--- config.mk ---
export PLATFORM = sky130hd
export DESIGN_NAME = logic_unit_pipe
export DESIGN_NICKNAME = d
export VERILOG_FILES = /design/src/rtl/logic_unit_pipe.sv
export SDC_FILE = /design/constraint.sdc
export NUM_CORES = 1
export LEC_CHECK = 0
export BUFFER_PORTS_ARGS = -buffer_cell sky130_fd_sc_hd__buf_4
export CORE_ASPECT_RATIO = 0.5
export CORE_MARGIN = 5
export CORE_UTILIZATION = 40
export CTS_CLUSTER_DIAMETER = 40
export CTS_CLUSTER_SIZE = 16
export DETAILED_ROUTE_END_ITERATION = 7
export GPL_TIMING_DRIVEN = 0
export PLACE_DENSITY = 0.62
export SYNTH_ARGS = -nofsm -noshare
export SYNTH_HDL_FRONTEND = slang
export SYNTH_SLANG_ARGS = --single-unit
--- constraint.sdc ---
create_clock -name clk -period 3.85 [get_ports clk]
set_clock_uncertainty 0.1 [all_clocks]
set_input_delay 0.77 -clock clk [delete_from_list [all_inputs] [get_ports clk]]
set_output_delay 0.77 -clock clk [all_outputs]
set_load 0.005 [all_outputs]
--- src/rtl/logic_unit_pipe.sv ---
// Two-stage bitwise logic unit: S1 registers the operands and select, S2 registers
// the sign-extended result together with its zero and parity flags.
module logic_unit_pipe #(
    parameter int WIDTH = 8
) (
    input  logic                 clk,
    input  logic                 rst_n,
    input  logic                 in_valid,
    output logic                 in_ready,
    input  logic [WIDTH-1:0]     X,
    input  logic [WIDTH-1:0]     Y,
    input  logic [2:0]           s,
    output logic                 out_valid,
    input  logic                 out_ready,
    output logic [2*WIDTH-1:0]   Z,
    output logic                 zero,
    output logic                 parity
);

    typedef enum logic [2:0] {
        OP_AND  = 3'b000,
        OP_OR   = 3'b001,
        OP_NOT  = 3'b010,
        OP_XOR  = 3'b011,
        OP_NAND = 3'b100,
        OP_NOR  = 3'b101,
        OP_XNOR = 3'b110,
        OP_PASS = 3'b111
    } op_e;

    logic               s1_valid;
    logic [WIDTH-1:0]   s1_x;
    logic [WIDTH-1:0]   s1_y;
    op_e                s1_op;
    logic               s2_valid;

    logic               in_fire;
    logic               out_fire;
    logic               s2_accept;
    logic               s1_move;
    logic [WIDTH-1:0]   r;
    logic [2*WIDTH-1:0] z_next;

    // Handshake: a transfer happens on any rising edge where valid and ready are
    // both high; ready never looks at valid, and in_ready is held low in reset.
    assign out_valid = s2_valid;
    assign out_fire  = s2_valid && out_ready;
    assign s2_accept = !s2_valid || out_fire;
    assign s1_move   = s1_valid && s2_accept;
    assign in_ready  = rst_n && (!s1_valid || s1_move);
    assign in_fire   = in_valid && in_ready;

    always_comb begin
        r      = '0;
        z_next = '0;
        case (s1_op)
            OP_AND:  r = s1_x & s1_y;
            OP_OR:   r = s1_x | s1_y;
            OP_XOR:  r = s1_x ^ s1_y;
            OP_NAND: r = ~(s1_x & s1_y);
            OP_NOR:  r = ~(s1_x | s1_y);
            OP_XNOR: r = ~(s1_x ^ s1_y);
            default: r = s1_x;
        endcase
        // NOT-pair fills both halves itself; every other op is sign-extended.
        if (s1_op == OP_NOT) begin
            z_next = {~s1_x, ~s1_y};
        end else begin
            z_next = {{WIDTH{r[WIDTH-1]}}, r};
        end
    end

    always_ff @(posedge clk) begin
        if (!rst_n) begin
            s1_valid <= 1'b0;
            s1_x     <= '0;
            s1_y     <= '0;
            s1_op    <= OP_AND;
        end else begin
            if (in_fire) begin
                s1_valid <= 1'b1;
                s1_x     <= X;
                s1_y     <= Y;
                s1_op    <= op_e'(s);
            end else if (s1_move) begin
                s1_valid <= 1'b0;
            end
        end
    end

    always_ff @(posedge clk) begin
        if (!rst_n) begin
            s2_valid <= 1'b0;
            Z        <= '0;
            zero     <= 1'b0;
            parity   <= 1'b0;
        end else begin
            if (s1_move) begin
                s2_valid <= 1'b1;
                Z        <= z_next;
                zero     <= (z_next == '0);
                parity   <= ^z_next[WIDTH-1:0];
            end else if (out_fire) begin
                s2_valid <= 1'b0;
            end
        end
    end

endmodule

==> metrics.txt <==
net count of the mapped netlist=between 300 and 400; final-report max-slew violation count=0; Syn Std Cell Area=2360 um^2; fraction of the mapped netlist area in compound gates=between 10% and 20%; status=complete, no violations; Net count, final=roughly 370; sequential area share after synthesis=33.1%; Top Ports=43; H-tree depth=2; count of cells resized by post-cts repair=0; total power per unit cell area=392 nW/um^2; clock slew seen by the registers of the worst setup and hold paths=50 ps; placed wire-length estimate=4.89 mm; layout cells sized above 1=20.4%; Pre-Repair DR Iteration Count=4; count of nets left with antenna violations after detail routing=0; total DRC errors in the routed layout=0; type of element capturing the critical path=register; period utilisation layout=66.5%; data required time of the worst path=3920 ps; maximum fanout encountered on the critical timing path=7; worst setup margin=1290 ps; setup slack at placement=about 1300 ps; type of element launching the critical path=register; flip-flop and latch count after synthesis=39; Layout Area Growth over Synthesis=23.0%; Post-Route WL=around 6.3 mm; Relative slew margins=63.2%; Filler Cells Inserted=roughly 540; clock tree from TritonCTS=done; gr usage total=17.2%; Finish-stage setup viols=0; Hold Fails Final Rpt=0; delay of the slowest cell on the worst path=460 ps; via count of the first global-routing pass=2063; effective utilization at floorplan=42.2%; cell chosen for the clock root=sky130_fd_sc_hd__clkbuf_16; count leader, synth=sky130_fd_sc_hd__nand2_1; synth cell count leaders=sky130_fd_sc_hd__nand2_1 (43), sky130_fd_sc_hd__dfxtp_1 (39), sky130_fd_sc_hd__o21ai_0 (23); number of antenna cells inserted=0; DR WL/cell=15.7 um; Core Area=5590 um^2; Post-synth EDFFs=0; CP startpoint=s1_x[7]$_SDFFE_PN0P_; slew at the pin closest to its max-slew limit=550 ps; Die Footprint=7620 um^2; number of core rows=19; total of warnings raised by yosys=0; largest net degree at the start of global routing=12; synthesized area per cell=8.38 um^2; adder and majority gate portion of the synthesized area=10.6%; mux cell area share after synthesis=7.22%; final RePlAce weighted congestion=around 0.86; die extent in x=119 um; Achievable Freq=390 MHz; CTS buffer count=5; Hold Path Origin=Z[6]$_SDFFE_PN0P_; proportion of register bits with asynchronous set or reset after synthesis=0%; vertical extent of the die=64.3 um; area fraction in and, or, nand and nor cells after synthesis=21.8%; number of maximum-capacitance constraint violations=0; post-CTS setup repair buffer count=0; total via count in the routed design=2106; largest cells by area after synthesis=sky130_fd_sc_hd__dfxtp_1 (33%), sky130_fd_sc_hd__ha_1 (11%), sky130_fd_sc_hd__nand2_1 (6.9%); xor/xnor cell area share of the yosys netlist=1.12%; fraction of synthesized cell area taken by the top area cell type=33.1%; maximum buffer depth of the clock tree=2; combinational family with the most area after synthesis=simple AND/OR/NAND/NOR gates; number of buffers inserted by port buffering=between 40 and 50; classification of the worst-slack hold path=reg -> reg; leakage=1.25 nW; path type of the worst setup path=reg -> reg; grt total ovfl=0; maximum ir drop on the vdd rail=0.000190 V; commonest register cell after synthesis=sky130_fd_sc_hd__dfxtp_1; initial antenna violation count=0; RSZ-0062 raised after global routing=no; critical path cell sequence=inv_1, ha_1, mux2_1, o211ai_2, nand3_1, nor2_1, ha_1, xnor2_1, xnor2_1, nand2_1, o211a_1; Clock Latency Late Sink=roughly 280 ps; setup TNS=0 ps; post-synthesis instance total=281; DR vias/cell=5.24; number of library cell types mapped by synthesis=42; Final min period=2560 ps; most area-hungry cell type in the Yosys netlist=sky130_fd_sc_hd__dfxtp_1; library cell contributing the largest single delay on the critical path=sky130_fd_sc_hd__dfxtp_1; area occupied by multi-input gates=1420 um^2; detailed router's first-iteration violation count=110; area occupied by registers=approximately 800 um^2; critical path arrival=roughly 2600 ps; cts-stage hold buffer count=0; first-pass GRT wire length=roughly 11 mm; reg2reg start=s1_x[7]$_SDFFE_PN0P_; total clock sinks=39
## cell type report
type / count / area share (%)
plain buffers: 18 / 3.11
clock buffers: 6 / 4.79
clock inverters: 1 / 0.173
inverters: 17 / 2.20
multi-input cells: 207 / 49.0
flip-flops and latches: 39 / 26.9
well taps: 73 / 3.15
repair buffers: 41 / 10.6
## flip-flops by register name (all words and copies together) (netlist names)
register / cells
Z: 16
out_valid: 1
s1_y: 8
zero: 1
s1_x: 8
s1_valid: 1
parity: 1
s1_op: 3
## report_power, final
group          switching, mW  leakage [nW]  internal (mW)
clock network          0.155        0.0727          0.253
registers             0.0323         0.322          0.434
logic                  0.131         0.856          0.132
## critical path: cells and delay by family (launching register included)
kind | cells | cell delay, ps
adder cells (fa/ha/maj) | 2 | 590
flip-flops | 1 | 460
AO/OA/AOI/OAI | 2 | 260
multiplexers | 1 | 330
AND/OR/NAND/NOR | 3 | 320
buffers and inverters | 1 | 70
XOR/XNOR | 2 | 320
## layer usage
metal	part of all wire, %	track usage, %
met1	49	24.3
met2	41	26.4
met4	1.0	4.53
met5	0	0
met3	8.1	4.14
## placed cells by master (no fill, tap or decap), drive strengths merged, types with 2 or more instances in the layout
cell	count
mux2i	8
o221a	7
buf	52
a32o	2
nor2b	2
inv	17
nor3b	3
nand4	3
dfxtp	39
a211o	5
o22ai	7
nand2b	13
ha	20
nand3b	2
and2	7
and3	3
xnor2	3
nand2	43
nor2	10
a21oi	14
or2	3
o21ai	27
mux2	8
clkbuf	13
nand3	7
## worst paths after layout
kind	depth (start not counted)	endpoint	slack, ps
setup reg to reg	11	parity$_SDFFE_PN0P_	1290
hold reg to reg	2	Z[6]$_SDFFE_PN0P_	390
hold / removal	2	Z[6]$_SDFFE_PN0P_	390
setup / recovery	11	parity$_SDFFE_PN0P_	1290
## kinds of logic after synthesis
family,count (synthesis)
flops,39
compound gates,70
buf+inv,35
xor+xnor,3
simple gates,98
fa+ha+maj,20
mux,16
## through the flow
| stage | utilization, % | std cells | hold WS (ps) | instance area (um^2) | power, mW |
|---|---|---|---|---|---|
| global route | 51.9 | 402 | 401 | 2900 | 1.20 |
| finish | 51.9 | 402 | 389 | 2900 | 1.14 |
| floorplan | - | 281 | 357 | 2360 | 0.641 |
| detailed placement | 49.3 | 395 | 372 | 2760 | 0.735 |
| global placement | 49.3 | 395 | 365 | 2760 | 0.726 |
| CTS | 51.9 | 402 | 379 | 2900 | 1.14 |
No activity file was read; power rests on OpenSTA's default activity.
